`src/rtl/riscv_pkg.sv`:
```
// Shared RV32I constants for the R-type (OP-class) encode/decode path:
// opcode, func3/func7 field values and the ALU control codes used by the decoder.
package riscv_pkg;

    localparam logic [6:0] OPCODE_OP = 7'b0110011;

    localparam logic [2:0] FUNC3_ADD_SUB = 3'd0;
    localparam logic [2:0] FUNC3_SLL     = 3'd1;
    localparam logic [2:0] FUNC3_SLT     = 3'd2;
    localparam logic [2:0] FUNC3_SLTU    = 3'd3;
    localparam logic [2:0] FUNC3_XOR     = 3'd4;
    localparam logic [2:0] FUNC3_SRL_SRA = 3'd5;
    localparam logic [2:0] FUNC3_OR      = 3'd6;
    localparam logic [2:0] FUNC3_AND     = 3'd7;

    localparam logic [6:0] FUNC7_BASE = 7'h00;
    localparam logic [6:0] FUNC7_ALT  = 7'h20;

    // ALU control codes shared with the decoder; codes 10..31 are unmapped.
    localparam logic [4:0] ALU_ADD  = 5'd0;
    localparam logic [4:0] ALU_SUB  = 5'd1;
    localparam logic [4:0] ALU_SLL  = 5'd2;
    localparam logic [4:0] ALU_SLT  = 5'd3;
    localparam logic [4:0] ALU_SLTU = 5'd4;
    localparam logic [4:0] ALU_XOR  = 5'd5;
    localparam logic [4:0] ALU_SRL  = 5'd6;
    localparam logic [4:0] ALU_SRA  = 5'd7;
    localparam logic [4:0] ALU_OR   = 5'd8;
    localparam logic [4:0] ALU_AND  = 5'd9;

    typedef struct packed {
        logic [6:0] func7;
        logic [4:0] rs2;
        logic [4:0] rs1;
        logic [2:0] func3;
        logic [4:0] rd;
        logic [6:0] opcode;
    } rtype_word_t;

endpackage

```
`src/rtl/rtype_field_pack.sv`:
```
// Combinational packer: ALU control code plus register indices -> RV32I R-type word.
module rtype_field_pack
    import riscv_pkg::*;
(
    input  logic [4:0]  alu_control,
    input  logic [4:0]  rd,
    input  logic [4:0]  rs1,
    input  logic [4:0]  rs2,
    output logic [31:0] word,
    output logic        illegal
);

    logic [2:0]  func3;
    logic [6:0]  func7;
    rtype_word_t fields;

    // Map the ALU code to func3/func7; unmapped codes raise illegal.
    always_comb begin
        func3   = FUNC3_ADD_SUB;
        func7   = FUNC7_BASE;
        illegal = 1'b0;
        case (alu_control)
            ALU_ADD:  func3 = FUNC3_ADD_SUB;
            ALU_SUB:  begin func3 = FUNC3_ADD_SUB; func7 = FUNC7_ALT; end
            ALU_SLL:  func3 = FUNC3_SLL;
            ALU_SLT:  func3 = FUNC3_SLT;
            ALU_SLTU: func3 = FUNC3_SLTU;
            ALU_XOR:  func3 = FUNC3_XOR;
            ALU_SRL:  func3 = FUNC3_SRL_SRA;
            ALU_SRA:  begin func3 = FUNC3_SRL_SRA; func7 = FUNC7_ALT; end
            ALU_OR:   func3 = FUNC3_OR;
            ALU_AND:  func3 = FUNC3_AND;
            default:  illegal = 1'b1;
        endcase
    end

    // Assemble the instruction word from its fields.
    always_comb begin
        fields.func7  = func7;
        fields.rs2    = rs2;
        fields.rs1    = rs1;
        fields.func3  = func3;
        fields.rd     = rd;
        fields.opcode = OPCODE_OP;
        word          = fields;
    end

endmodule

```
`src/rtl/rtype_inst_encoder.sv`:
```
// R-type instruction encoder: accepts encode requests, buffers encoded words in a
// small FIFO and writes them to consecutive imem addresses within a wrapping window.
module rtype_inst_encoder
    import riscv_pkg::*;
#(
    parameter int          FIFO_DEPTH = 2,
    parameter logic [31:0] BASE_ADDR  = 32'h0000_0000,
    parameter int          NUM_WORDS  = 256
) (
    input  logic        clk,
    input  logic        rst_n,
    input  logic        flush,
    input  logic        in_valid,
    output logic        in_ready,
    input  logic [4:0]  alu_control,
    input  logic [4:0]  rd,
    input  logic [4:0]  rs1,
    input  logic [4:0]  rs2,
    output logic        imem_we,
    output logic [31:0] imem_addr,
    output logic [31:0] imem_wdata,
    input  logic        imem_ready,
    output logic        err_illegal,
    output logic [15:0] words_written
);

    localparam int PW = (FIFO_DEPTH > 1) ? $clog2(FIFO_DEPTH) : 1;
    localparam int CW = PW + 1;
    localparam logic [CW-1:0] DEPTH_C   = CW'(FIFO_DEPTH);
    localparam logic [31:0]   LAST_ADDR = BASE_ADDR + 32'((NUM_WORDS - 1) * 4);

    logic [31:0]   mem [FIFO_DEPTH];
    logic [PW-1:0] wr_ptr;
    logic [PW-1:0] rd_ptr;
    logic [CW-1:0] count;
    logic          rdy_q;

    logic [31:0] enc_word;
    logic        enc_illegal;
    logic        accept;
    logic        push;
    logic        pop;

    rtype_field_pack u_pack (
        .alu_control (alu_control),
        .rd          (rd),
        .rs1         (rs1),
        .rs2         (rs2),
        .word        (enc_word),
        .illegal     (enc_illegal)
    );

    // Handshake and write-port qualifiers; in_ready depends only on registered state and flush.
    always_comb begin
        in_ready   = rdy_q & (count < DEPTH_C) & ~flush;
        accept     = in_valid & in_ready;
        push       = accept & ~enc_illegal;
        imem_we    = (count != '0);
        pop        = imem_we & imem_ready;
        imem_wdata = imem_we ? mem[rd_ptr] : 32'h0;
    end

    // FIFO storage and pointers; flush empties the buffer.
    always_ff @(posedge clk or negedge rst_n) begin
        if (!rst_n) begin
            for (int i = 0; i < FIFO_DEPTH; i++) mem[i] <= 32'h0;
            wr_ptr <= '0;
            rd_ptr <= '0;
            count  <= '0;
        end else if (flush) begin
            wr_ptr <= '0;
            rd_ptr <= '0;
            count  <= '0;
        end else begin
            if (push) begin
                mem[wr_ptr] <= enc_word;
                wr_ptr      <= wr_ptr + 1'b1;
            end
            if (pop) rd_ptr <= rd_ptr + 1'b1;
            case ({push, pop})
                2'b10:   count <= count + 1'b1;
                2'b01:   count <= count - 1'b1;
                default: count <= count;
            endcase
        end
    end

    // Address window, write statistics, illegal-code pulse and post-reset ready.
    always_ff @(posedge clk or negedge rst_n) begin
        if (!rst_n) begin
            rdy_q         <= 1'b0;
            imem_addr     <= BASE_ADDR;
            words_written <= 16'h0;
            err_illegal   <= 1'b0;
        end else begin
            rdy_q       <= 1'b1;
            err_illegal <= accept & enc_illegal;
            if (flush) begin
                imem_addr     <= BASE_ADDR;
                words_written <= 16'h0;
            end else if (pop) begin
                imem_addr <= (imem_addr == LAST_ADDR) ? BASE_ADDR : imem_addr + 32'd4;
                if (words_written != 16'hFFFF) words_written <= words_written + 16'd1;
            end
        end
    end

endmodule

```
`config.mk`:
```
export PLATFORM = sky130hd
export DESIGN_NAME = rtype_inst_encoder
export DESIGN_NICKNAME = d
export VERILOG_FILES = /design/src/rtl/riscv_pkg.sv /design/src/rtl/rtype_field_pack.sv /design/src/rtl/rtype_inst_encoder.sv
export SDC_FILE = /design/constraint.sdc
export NUM_CORES = 1
export LEC_CHECK = 0
export CAP_MARGIN = 20
export CORE_ASPECT_RATIO = 0.6
export CORE_MARGIN = 2
export CORE_UTILIZATION = 55
export DETAILED_ROUTE_END_ITERATION = 8
export PLACE_DENSITY = 0.86
export SKIP_LAST_GASP = 1
export SYNTH_ARGS = -nofsm -noshare
export SYNTH_HDL_FRONTEND = slang
export SYNTH_SLANG_ARGS = --single-unit
export TNS_END_PERCENT = 1
```
`constraint.sdc`:
```
create_clock -name clk -period 3.1 [get_ports clk]
set_input_delay 0.31 -clock clk [delete_from_list [all_inputs] [get_ports clk]]
set_output_delay 0.31 -clock clk [all_outputs]
set_load 0.05 [all_outputs]
```
==> load_flow_metrics.sql <==
INSERT INTO impl_metrics (metric_group, metric, value, unit) VALUES
('cts', 'clock_latency', '0.35', 'ns'),
('setup_path', 'worst_path_dominant_cell_family', 'buffers and inverters', ''),
('setup_path', 'critical_path.max_fanout', '20', ''),
('cts', 'post_cts_resized', '0', ''),
('global_routing', 'grt_antenna_before_repair', '0', ''),
('cts', 'number_of_setup_buffers_added_after_cts', '0', ''),
('sta', 'fin_crit', '2.56', 'ns'),
('drt', 'antenna_violating_nets_post_route', '0', ''),
('drt', 'post-route-drc-count', '0', ''),
('power_and_ir_drop', 'power_per_cell_area', '487', 'mW/mm^2'),
('cells_and_area', 'layout.cells.most_common', 'sky130_fd_sc_hd__clkdlybuf4s50_1', ''),
('cts', 'hold_buffers', '0', ''),
('outcome', 'run_status', 'finished with violations', ''),
('synth', 'postSynthCellCount', '464', ''),
('cts', 'clock_tree_from_tritoncts', 'yes', ''),
('setup_path', 'worst_r2r_endpoint', 'imem_addr[27]$_DFFE_PN0P_', ''),
('synth', 'post_synth_instance_area', '0.00479', 'mm^2'),
('global_routing', 'grt_overflow', '0', ''),
('setup_path', 'worst_ep_arrival_time', '2.25', 'ns'),
('power_and_ir_drop', 'leakage', '2.57', 'nW'),
('placed_design', 'numPlacedInstances', '658', ''),
('setup_path', 'crit_path_start', 'rd_ptr$_DFFE_PN0P_', ''),
('cts', 'cts_buffers', '9', ''),
('setup_path', 'worstPathCellList', 'buf_4 > mux2i_1 > nor2_1 > clkdlybuf4s50_1', ''),
('power_and_ir_drop', 'power.share.clock', '42.9', '%'),
('sta', 'grt_setup_unrepaired', 'false', ''),
('drt', 'drt_iter0_markers', '414', ''),
('die', 'design.die.area', '0.00950', 'mm^2'),
('cells_and_area', 'final_cells', '674', ''),
('power_and_ir_drop', 'p_switching', '0.748', 'mW'),
('die', 'die_x', '124', 'um'),
('cells_and_area', 'finish.instance_area', '0.00616', 'mm^2'),
('sta', 'finalSetupViolations', '0', ''),
('synth', 'most_used_flip_flop_cell_after_synthesis', 'sky130_fd_sc_hd__dfrtp_1', ''),
('sta', 'period_share', '82.6', '%'),
('sta', 'tightest_slew', '0.747', 'ns'),
('power_and_ir_drop', 'power.combinational.fraction', '13.1', '%'),
('synth', 'synthDistinctLibCells', '60', ''),
('placed_design', 'gp_congestion', '0.917', ''),
('power_and_ir_drop', 'intPower', '2.25', 'mW'),
('sta', 'achievable-frequency', '0.391', 'GHz'),
('die', 'core_area', '0.00849', 'mm^2'),
('die', 'initial_utilization', '56.4', '%'),
('global_routing', 'largest_net_degree_at_the_start_of_global_routing', '93', ''),
('sta', 'clock_skew', '0.0104', 'ns'),
('cells_and_area', 'mostFrequentLayoutCells', 'sky130_fd_sc_hd__clkdlybuf4s50_1, sky130_fd_sc_hd__dfrtp_1, sky130_fd_sc_hd__nor2_1', ''),
('power_and_ir_drop', 'vdd_ir_drop_max', '320', 'uV'),
('cells_and_area', 'num-fill-cells', '563', ''),
('sta', 'hold_violations', '7', ''),
('global_routing', 'via_count_of_the_first_global_routing_pass', '3738', ''),
('outcome', 'violated_checks', 'hold timing', ''),
('drt', 'post_drt_wl_per_cell', '17.3', 'um'),
('power_and_ir_drop', 'power.switching_fraction', '24.9', '%'),
('setup_path', 'worstSetupStartpointType', 'register', ''),
('drt', 'detail_route.wirelength', '11.7', 'mm'),
('setup_path', 'reg2reg_depth', '6', ''),
('sta', 'maxSlewViolCount', '0', ''),
('synth', 'syn_avg_cell_area', '10.3', 'um^2'),
('die', 'design.portCount', '108', ''),
('synth', 'synth_seq_area_share', '48.1', '%'),
('global_routing', 'first_pass_grt_wire_length', '19.3', 'mm'),
('sta', 'fin_setup_tns', '0', 'ns'),
('setup_path', 'worst-path-buf-inv', '2', ''),
('synth', 'synth-edff-count', '0', ''),
('drt', 'num_vias', '3950', ''),
('die', 'rows', '26', ''),
('placed_design', 'dp_hpwl', '7.96', 'mm'),
('sta', 'fin_worst_hold_slack', '-0.0175', 'ns'),
('synth', 'ys.warnings.count', '0', ''),
('setup_path', 'worstSetupEndpointType', 'output pin', ''),
('setup_path', 'crit_path_end', 'imem_wdata[5]', '');
==> power by group through the flow <==
stage	combinational, mW	sequential [mW]	clock [mW]
floorplan	0.255	1.35	0
global placement	0.379	1.34	0
detailed placement	0.392	1.34	0
CTS	0.395	1.32	1.30
global route	0.425	1.33	1.35
finish	0.393	1.32	1.29
==> cells by family (layout without fill, tap and decap cells) <==
| kind of cell | after synthesis | count (layout) | synth area share, % |
|---|---|---|---|
| multiplexers | 62 | 62 | 14.0 |
| adder cells (fa/ha/maj) | 3 | 3 | 0.731 |
| flip-flops | 92 | 92 | 48.1 |
| AO/OA/AOI/OAI | 53 | 53 | 7.34 |
| other | 2 | 12 | 0.157 |
| XOR/XNOR | 33 | 33 | 6.03 |
| AND/OR/NAND/NOR | 177 | 177 | 18.8 |
| buffers and inverters | 42 | 130 | 4.96 |
==> per-layer routing <==
metal	global-route usage, %	vias to the layer above	share of wire (%)
li1	-	1810	-
met1	37.3	1894	45
met2	36.4	212	44
met3	5.90	34	8.4
met4	10.0	0	2.4
met5	0	-	0
==> flip-flops by register name (all words and copies together) (netlist names) <==
| signal | count |
|---|---|
| rdy_q | 1 |
| wr_ptr | 1 |
| err_illegal | 1 |
| words_written | 16 |
| mem | 40 |
| imem_addr | 30 |
| rd_ptr | 1 |
| count | 2 |
==> metrics by stage <==
step                      total power [mW]  utilization (%)
after CTS                             3.01             72.5
after global routing                  3.11             72.5
final                                 3.00             72.5
after detailed placement              1.73             68.4
after global placement                1.71             68.4
after floorplan                       1.60                -
==> cells in the mapped netlist (2+ instances only) <==
| library cell | instances | area share [%] |
|---|---|---|
| sky130_fd_sc_hd__conb_1 | 2 | 0.16 |
| sky130_fd_sc_hd__and3_1 | 4 | 0.52 |
| sky130_fd_sc_hd__nand4_1 | 11 | 1.4 |
| sky130_fd_sc_hd__dfrtp_1 | 92 | 48 |
| sky130_fd_sc_hd__clkbuf_2 | 2 | 0.21 |
| sky130_fd_sc_hd__or3_1 | 2 | 0.26 |
| sky130_fd_sc_hd__a21o_1 | 2 | 0.31 |
| sky130_fd_sc_hd__and4_1 | 4 | 0.73 |
| sky130_fd_sc_hd__a21oi_1 | 15 | 1.6 |
| sky130_fd_sc_hd__xnor2_1 | 19 | 3.5 |
| sky130_fd_sc_hd__mux2i_1 | 23 | 4.8 |
| sky130_fd_sc_hd__o2111ai_1 | 2 | 0.37 |
| sky130_fd_sc_hd__nor4_1 | 10 | 1.3 |
| sky130_fd_sc_hd__mux2_2 | 38 | 8.9 |
| sky130_fd_sc_hd__nand2_1 | 25 | 2.0 |
| sky130_fd_sc_hd__buf_2 | 6 | 0.63 |
| sky130_fd_sc_hd__and2_1 | 4 | 0.52 |
| sky130_fd_sc_hd__o21ai_0 | 9 | 0.94 |
| sky130_fd_sc_hd__a211oi_1 | 5 | 0.78 |
| sky130_fd_sc_hd__buf_1 | 3 | 0.24 |
| sky130_fd_sc_hd__nor2_1 | 70 | 5.5 |
| sky130_fd_sc_hd__clkbuf_1 | 7 | 0.55 |
| sky130_fd_sc_hd__ha_1 | 2 | 0.52 |
| sky130_fd_sc_hd__nand2b_1 | 4 | 0.52 |
| sky130_fd_sc_hd__xor2_1 | 14 | 2.6 |
| sky130_fd_sc_hd__inv_1 | 7 | 0.55 |
| sky130_fd_sc_hd__a31oi_1 | 7 | 0.91 |
| sky130_fd_sc_hd__nor3_1 | 8 | 0.84 |
| sky130_fd_sc_hd__buf_4 | 16 | 2.5 |
| sky130_fd_sc_hd__nand3_1 | 19 | 2.0 |
| sky130_fd_sc_hd__nor3b_1 | 2 | 0.31 |
| sky130_fd_sc_hd__a311oi_1 | 2 | 0.37 |
==> layout make-up <==
cell class	count	area, um^2	share of cell area (%)
well taps	112	140	2.28
multi-input cells	340	2290	37.2
inverters	7	26.3	0.427
repair buffers	107	1050	17.1
flip-flops and latches	92	2300	37.4
clock buffers	11	243	3.94
clock inverters	5	108	1.75
==> how the worst min path moves through the flow <==
| stage | from | end | slack (ns) | depth (start not counted) |
|---|---|---|---|---|
| after floorplan | rst_n | count[0]$_DFFE_PN0P_ | 0.01 | 0 |
| after global placement | rst_n | words_written[11]$_DFFE_PN0P_ | 0.39 | 2 |
| after detailed placement | rst_n | words_written[11]$_DFFE_PN0P_ | 0.39 | 2 |
| after CTS | rst_n | words_written[11]$_DFFE_PN0P_ | 0.03 | 2 |
| after global routing | rst_n | words_written[10]$_DFFE_PN0P_ | 0.04 | 2 |
| final | rst_n | words_written[10]$_DFFE_PN0P_ | -0.02 | 2 |
No activity file was read; power rests on OpenSTA's default activity.
